## config.mk

```make
export PLATFORM = sky130hd
export DESIGN_NAME = dequantizer_pipelined
export DESIGN_NICKNAME = d
export VERILOG_FILES = /design/src/rtl/llmint8_pkg.sv /design/src/rtl/dequant_lane.sv /design/src/rtl/dequantizer_pipelined.sv
export SDC_FILE = /design/constraint.sdc
export NUM_CORES = 2
export LEC_CHECK = 0
export BUFFER_PORTS_ARGS = -buffer_cell sky130_fd_sc_hd__buf_2
export CORE_ASPECT_RATIO = 0.6
export CORE_MARGIN = 5
export CORE_UTILIZATION = 25
export CTS_CLUSTER_SIZE = 12
export DETAILED_ROUTE_END_ITERATION = 16
export SLEW_MARGIN = 20
export SYNTH_ARGS = -nofsm -noshare
export SYNTH_HDL_FRONTEND = slang
export SYNTH_SLANG_ARGS = --single-unit
```

## constraint.sdc

```tcl
create_clock -name clk -period 5.55 [get_ports clk]
set_input_delay 0.555 -clock clk [delete_from_list [all_inputs] [get_ports clk]]
set_output_delay 0.555 -clock clk [all_outputs]
set_load 0.1 [all_outputs]
```

## src/rtl/llmint8_pkg.sv

```systemverilog
// Shared constants and width helpers for the llmint8 dequantizer datapath.
// Everything here is evaluated at elaboration time only.
package llmint8_pkg;

   // Rounded reciprocal of D = 2^(qw-1)-1, scaled by 2^frac.
   function automatic longint recip_const(input int qw, input int frac);
      longint d;
      d = (longint'(1) << (qw - 1)) - 1;
      return ((longint'(1) << frac) + d / 2) / d;
   endfunction

   function automatic int prod_width(input int a_w, input int b_w);
      return a_w + b_w + 1;
   endfunction

   function automatic longint sat_max(input int w);
      return (longint'(1) << (w - 1)) - 1;
   endfunction

   function automatic longint sat_min(input int w);
      return -(longint'(1) << (w - 1));
   endfunction

endpackage

```

## src/rtl/dequant_lane.sv

```systemverilog
// One element of the dequantizer: scale multiply, reciprocal multiply,
// round-half-up and saturate, each stage gated by an enable from the top.
module dequant_lane
   import llmint8_pkg::*;
#(
   parameter int IN_WIDTH           = 8,
   parameter int MAX_NUM_WIDTH      = 16,
   parameter int QUANTIZATION_WIDTH = 8,
   parameter int RECIP_FRAC_WIDTH   = 16,
   parameter int OUT_WIDTH          = 16
) (
   input  logic                        clk,
   input  logic                        rst,
   input  logic                        en_s1,
   input  logic                        en_s2,
   input  logic                        en_s3,
   input  logic signed [IN_WIDTH-1:0]  data_in,
   input  logic [MAX_NUM_WIDTH-1:0]    max_num,
   output logic signed [OUT_WIDTH-1:0] data_out,
   output logic                        sat
);
   localparam int P_W = prod_width(IN_WIDTH, MAX_NUM_WIDTH);
   localparam int Q_W = prod_width(P_W, RECIP_FRAC_WIDTH);
   localparam int Y_W = Q_W - RECIP_FRAC_WIDTH;

   localparam logic signed [Q_W-1:0] RECIP = Q_W'(recip_const(QUANTIZATION_WIDTH, RECIP_FRAC_WIDTH));
   localparam logic signed [Q_W-1:0] HALF  = Q_W'(longint'(1) << (RECIP_FRAC_WIDTH - 1));
   localparam logic signed [Y_W-1:0] Y_MAX = Y_W'(sat_max(OUT_WIDTH));
   localparam logic signed [Y_W-1:0] Y_MIN = Y_W'(sat_min(OUT_WIDTH));
   localparam logic signed [OUT_WIDTH-1:0] O_MAX = OUT_WIDTH'(sat_max(OUT_WIDTH));
   localparam logic signed [OUT_WIDTH-1:0] O_MIN = OUT_WIDTH'(sat_min(OUT_WIDTH));

   logic signed [P_W-1:0]       max_s;
   logic signed [P_W-1:0]       p_q;
   logic signed [Q_W-1:0]       q_q;
   logic signed [Y_W-1:0]       y;
   logic signed [OUT_WIDTH-1:0] y_sat;

   // max_num is an unsigned magnitude, so it is zero-extended before the signed multiply
   assign max_s = $signed(P_W'(max_num));
   assign y     = Y_W'((q_q + HALF) >>> RECIP_FRAC_WIDTH);
   assign sat   = (y > Y_MAX) || (y < Y_MIN);

   always_comb begin
      y_sat = OUT_WIDTH'(y);
      if (y > Y_MAX)
         y_sat = O_MAX;
      else if (y < Y_MIN)
         y_sat = O_MIN;
   end

   always_ff @(posedge clk) begin
      if (rst) begin
         p_q      <= '0;
         q_q      <= '0;
         data_out <= '0;
      end else begin
         if (en_s1)
            p_q <= P_W'(data_in) * max_s;
         if (en_s2)
            q_q <= Q_W'(p_q) * RECIP;
         if (en_s3)
            data_out <= y_sat;
      end
   end

endmodule

```

## src/rtl/dequantizer_pipelined.sv

```systemverilog
// Three-stage dequantizer with joined data/scale input handshake, elastic
// valid/ready back-pressure and a sticky saturation flag.
module dequantizer_pipelined
   import llmint8_pkg::*;
#(
   parameter int IN_WIDTH           = 8,
   parameter int IN_SIZE            = 4,
   parameter int IN_PARALLELISM     = 1,
   parameter int MAX_NUM_WIDTH      = 16,
   parameter int QUANTIZATION_WIDTH = 8,
   parameter int RECIP_FRAC_WIDTH   = 16,
   parameter int OUT_WIDTH          = 16
) (
   input  logic                        clk,
   input  logic                        rst,
   input  logic signed [IN_WIDTH-1:0]  data_in [IN_PARALLELISM*IN_SIZE],
   input  logic                        data_in_valid,
   output logic                        data_in_ready,
   input  logic [MAX_NUM_WIDTH-1:0]    max_num,
   input  logic                        max_num_valid,
   output logic                        max_num_ready,
   output logic signed [OUT_WIDTH-1:0] data_out [IN_PARALLELISM*IN_SIZE],
   output logic                        data_out_valid,
   input  logic                        data_out_ready,
   output logic                        overflow
);
   localparam int N = IN_PARALLELISM * IN_SIZE;

   logic         v1, v2, v3;
   logic         ld1, ld2, ld3;
   logic         accept;
   logic [N-1:0] lane_sat;

   // A stage loads when it is empty or its successor is taking its contents.
   assign ld3 = !v3 || data_out_ready;
   assign ld2 = !v2 || ld3;
   assign ld1 = !v1 || ld2;

   assign data_in_ready  = max_num_valid && ld1 && !rst;
   assign max_num_ready  = data_in_valid && ld1 && !rst;
   assign accept         = data_in_valid && data_in_ready;
   assign data_out_valid = v3;

   always_ff @(posedge clk) begin
      if (rst) begin
         v1       <= 1'b0;
         v2       <= 1'b0;
         v3       <= 1'b0;
         overflow <= 1'b0;
      end else begin
         if (ld1)
            v1 <= accept;
         if (ld2)
            v2 <= v1;
         if (ld3)
            v3 <= v2;
         if (ld3 && v2 && |lane_sat)
            overflow <= 1'b1;
      end
   end

   for (genvar i = 0; i < N; i++) begin : g_lane
      dequant_lane #(
         .IN_WIDTH           (IN_WIDTH),
         .MAX_NUM_WIDTH      (MAX_NUM_WIDTH),
         .QUANTIZATION_WIDTH (QUANTIZATION_WIDTH),
         .RECIP_FRAC_WIDTH   (RECIP_FRAC_WIDTH),
         .OUT_WIDTH          (OUT_WIDTH)
      ) u_lane (
         .clk      (clk),
         .rst      (rst),
         .en_s1    (accept),
         .en_s2    (ld2 && v1),
         .en_s3    (ld3 && v2),
         .data_in  (data_in[i]),
         .max_num  (max_num),
         .data_out (data_out[i]),
         .sat      (lane_sat[i])
      );
   end

endmodule
```

== Word-level counts from Yosys, hierarchy flattened ==
Cells that the tools add are included.

* Memories: 0
* Register bits after elaboration: 328
* Word-level logic and storage cells: 64
* Memory bits (writable): 0
* Latch bits: 0
* Input bits: 53
* Output and inout bits: 68
* Memory bits (read-only): 0

* $add $sub $neg: 4
* Reductions and logical operators: 20
* Equal/unequal tests: 0
* Mux-type cells: 8
* Div/mod/pow operators: 0
* Multipliers: 8
* Magnitude comparators: 8
* Bitwise operators: 0
* Shift operators: 0

{| class="wikitable"
|+ Operators with widths
! cell !! count
|-
| adder 42 x 17 -> 42 bit, second input constant || 4
|-
| multiplier 25 x 9 -> 34 bit, second input constant || 4
|-
| 2-to-1 mux 16 bit || 8
|-
| greater-than comparator 26 x 16 -> 1 bit, second input constant || 4
|-
| less-than comparator 26 x 16 -> 1 bit, second input constant || 4
|-
| multiplier 8 x 17 -> 25 bit || 4
|-
| logical AND 1 bit || 8
|-
| logical OR 1 bit || 7
|-
| zero test 1 bit || 4
|-
| OR reduction 4 bit || 1
|}

== Logic depth before layout (Yosys ltp) ==
* Word-level depth: 7
* Gate-level depth with buffers: 21
* Depth with buffers taken out: 20

== Hierarchy ==
A second synthesis with hierarchy kept.

* Cell total of the unflattened synthesis: 3,865
* Area total of the unflattened synthesis: 34,395.5 sq um

{| class="wikitable"
|+ By module, submodules not included
! module !! area an instance (sq um) !! instances !! cells an instance
|-
| dequant_lane at g_lane[1].u_lane || 8,589.5 || 1 || 952
|-
| dequant_lane at g_lane[0].u_lane || 8,562.0 || 1 || 959
|-
| dequant_lane at g_lane[3].u_lane || 8,562.0 || 1 || 965
|-
| dequant_lane at g_lane[2].u_lane || 8,483.1 || 1 || 967
|-
| dequantizer_pipelined || 198.9 || 1 || 22
|}

== Least setup slack after synthesis ==
OpenSTA, ideal clock, no wires.

* Path type: input to register
* Start: input port data_in[31] in the netlist's numbering
* End: register g_lane[0].u_lane.p_q[23]
* Data arrival time: 5.116 ns
* Data required time: 5.426 ns
* Stages on the path: 19
* Slack: 0.309 ns
* Path buffers: 1
* Path through: inv_1 clkbuf_1 nor2_1 fa_1 fa_1 fa_1 inv_1 fa_1 inv_1 ha_1 o21ai_0 nand2b_1 a31o_2 a31oi_1 o21ai_1 a2111o_1 a31oi_1 xor2_1 o21ai_1

* Cells in the longest elaborated chain, start to end: 1

{| class="wikitable"
|+ RTL lines
! element !! RTL line !! text
|-
| from (decl) || dequantizer_pipelined.sv:16 || <nowiki>input logic signed [IN_WIDTH-1:0] data_in [IN_PARALLELISM*IN_SIZE],</nowiki>
|-
| multiplier 8 x 17 -> 25 bit || dequant_lane.sv:59 || <nowiki>p_q <= P_W'(data_in) * max_s;</nowiki>
|-
| to (signal assigned) || dequant_lane.sv:59 ||
|-
| to (decl) || dequant_lane.sv:34 || <nowiki>logic signed [P_W-1:0] p_q;</nowiki>
|}

No other way between the ends.
A chain may end at the register's enable or synchronous reset.

== Final worst setup path ==
* Start: input port data_in[31] in the netlist's numbering
* End: register g_lane[0].u_lane.p_q[24]

Same word-level chain as after synthesis.

==> reports/results.tsv <==
metric	value	unit
outcome	finished, final reports clean	
Die H	291	um
peak supply drop	0.000311	V
min-delay worst type	in -> reg	
Seq/Total Area, Yosys	0.154	
drt total wl	95.1	mm
Top Ports	121	
Yosys cell types	86	
slowest CP cell	fa_1	
fin area	36900	um^2
CTS tree	yes	
clk_lat worst skew	0.60	ns
first-pass GRT wire length	150	mm
WL/cell	16.7	um
synth cell count leaders	inv_1 (538), ha_1 (508), and2_1 (368)	
Clock transition at path regs	0.06	ns
Post-synth EDFFs	0	
Fmax	196	MHz
post-synth top area share	0.210	
reg-to-reg startpoint	g_lane[0].u_lane.p_q[16]	
MaxCap Viol Count	0	
slack of the worst reg-to-reg path	1.92	ns
DP HPWL	77.4	mm
clock skew	0.0246	ns
ANT nets after route	0	
CP peak stage delay	0.56	ns
final cell count without fillers	5693	
Yosys warnings	0	
initial drt markers	2095	
vias per std cell	4.60	
share of cells above drive strength 1	0.0802	
maximum clock path buffer count	3	
Site Rows	103	
Die W	478	um
cell with the most instances after synthesis	inv_1	
routed via count	26200	
Power Total	0.0139	W
routability congestion estimate from global placement	0.930	
P_leak	18.1	nW
ys async rst share	0	
critical-path maximum fanout	7	
CTS Hold Buffers Added	0	
cell count after synthesis	3849	
R2R depth	12	
clk root buf	clkbuf_16	
min Tclk post-route	5.09	ns
synthesis-stage register bit count	252	
Placed Area	35900	um^2
CP Capture Type	flip-flop	
CP Class	in -> reg	
Post-route DRC	0	
CP endpoint	g_lane[0].u_lane.p_q[24]	
Layout area overhead	12.3	%
Syn Area/Cell	8.53	um^2
Mapped Area	32900	um^2
Worst-Margin Slew	1.01	ns
Yosys top cell by area	fa_1	
Tot GR Track Use	0.134	
endpoints failing setup	0	
starting density of the core	0.251	
Core Area	131000	um^2
initial antenna violation count	13	
Pwr Density	377	nW/um^2
nets	4842	
fillcell total	13900	
die area	139000	um^2
PortBufs	120	
ranking of synthesized cells by area	fa_1 (21%), ha_1 (19%), dfxtp_1 (15%)	
worst path cell trace	buf_2, inv_1, nor2_1, fa_1, fa_1, fa_1, inv_1, fa_1, inv_1, ha_1, o21a_1, o2111ai_1, inv_1, nand4_1, nand3_1, a211oi_1, a21oi_1, xnor2_1, o21ai_0	
placed insts	5637	
RSZ-0062 raised after global routing	false	
CP Launch Type	input pin	
final hold vios	0	
H-tree depth	1	
Synthesized Nets	4754	
Final Util	0.282	
Worst Path Required	6.02	ns
CTS buffer count	29	
pin count of the biggest net entering global routing	96	
First-pass DRT Iterations	5	
normalized max-slew margin	0.323	
clock sink count	252	
gr ovfl total	0	
Setup crit start	data_in[31]	
RR Endpoint	g_lane[0].u_lane.q_q[34]	
fin. max-slew vios	0	
final period utilization	0.918	
cts repair resizes	0	
crit path DAT	5.56	ns
Main synth FF type	dfxtp_1	
via count of the first global-routing pass	25100	
Post-CTS Setup Repair Bufs	0	
-- final cells by class --
type	instances	area [um^2]	area share
Tap cell	1732	2170	0.0587
Clock inverter	9	103	0.00278
Sequential cell	252	5040	0.137
Timing Repair Buffer	222	1510	0.0408
Antenna cell	6	15.0	0.000407
Multi-Input combinational cell	2894	25200	0.683
Clock buffer	40	857	0.0232
Inverter	538	2020	0.0548
-- worst min-delay path by stage --
stage                     cells after the start                       endpoint                     from  slack [ns]
final                                         2                             v2                      rst        0.41
after global routing                          2  g_lane[1].u_lane.data_out[15]                      rst        0.40
after CTS                                     2                             v2                      rst        0.37
after detailed placement                      2        g_lane[2].u_lane.p_q[0]  g_lane[2].u_lane.p_q[0]        0.45
after global placement                        2        g_lane[2].u_lane.p_q[0]  g_lane[2].u_lane.p_q[0]        0.44
after floorplan                               2        g_lane[1].u_lane.p_q[0]  g_lane[1].u_lane.p_q[0]        0.43
-- cells by family after synthesis --
kind of cell | count (synthesis) | synth area share
xor+xnor | 185 | 0.0493
buf+inv | 703 | 0.0809
fa+ha+maj | 852 | 0.403
flops | 252 | 0.154
simple gates | 1194 | 0.187
mux | 6 | 0.00183
compound gates | 657 | 0.124
-- where the power goes --
part | switching [W] | leakage [nW] | internal (W)
sequential | 0.000365 | 2.05 | 0.00208
clock | 0.000844 | 0.462 | 0.00112
combinational | 0.00570 | 15.5 | 0.00380
total | 0.00691 | 18.1 | 0.00700
-- routing by layer --
metal	part of all wire	GRT usage
met3	0.088	0.0385
met5	0.00022	0
met2	0.34	0.164
met4	0.0074	0.0122
met1	0.56	0.227
-- worst max-delay path: cells and delay by family --
kind	cells	cell delay [ns]
xor gates and xnor gates	1	0.26
and+or+nand+nor	3	0.56
buffers and inverters	5	0.55
AOI/OAI and AO/OA	5	1.18
adders and majority gates	5	2.45
-- cells in the final DEF (no fill, tap or decap), types with 11 or more instances in the layout --
| cell type | n |
|---|---|
| buf_4 | 91 |
| o21a_1 | 19 |
| a21o_1 | 36 |
| o31ai_1 | 16 |
| nor2_1 | 167 |
| a31oi_1 | 19 |
| o211ai_1 | 17 |
| buf_12 | 11 |
| buf_2 | 119 |
| nor2b_1 | 15 |
| nand2_1 | 311 |
| a22o_1 | 22 |
| and3_1 | 23 |
| fa_1 | 344 |
| ha_1 | 508 |
| a211oi_1 | 22 |
| and4_1 | 13 |
| xor2_1 | 85 |
| o21ai_1 | 30 |
| or3_1 | 11 |
| nor3_1 | 35 |
| xnor2_1 | 100 |
| nand4_1 | 21 |
| dfxtp_1 | 252 |
| clkbuf_16 | 29 |
| and2_1 | 367 |
| a21oi_1 | 226 |
| inv_1 | 537 |
| nand3_1 | 144 |
| o21ai_0 | 165 |
| nand2b_1 | 39 |
| o21bai_1 | 11 |
-- through the flow --
stage | TNS [ns] | hold WS [ns] | setup WS [ns]
floorplan | 0 | 0.432 | 0.309
global placement | -0.0869 | 0.444 | -0.0703
detailed placement | -0.166 | 0.452 | -0.0876
CTS | 0 | 0.372 | 0.532
global route | 0 | 0.395 | 0.0940
finish | 0 | 0.409 | 0.455
-- sequential cells by signal, indices dropped and copies added (netlist names) --
register	count
g_lane.u_lane.p_q	100
g_lane.u_lane.q_q	84
g_lane.u_lane.data_out	64
data_out_valid	1
overflow	1
v1	1
v2	1
(Power assumes the default switching activity.)
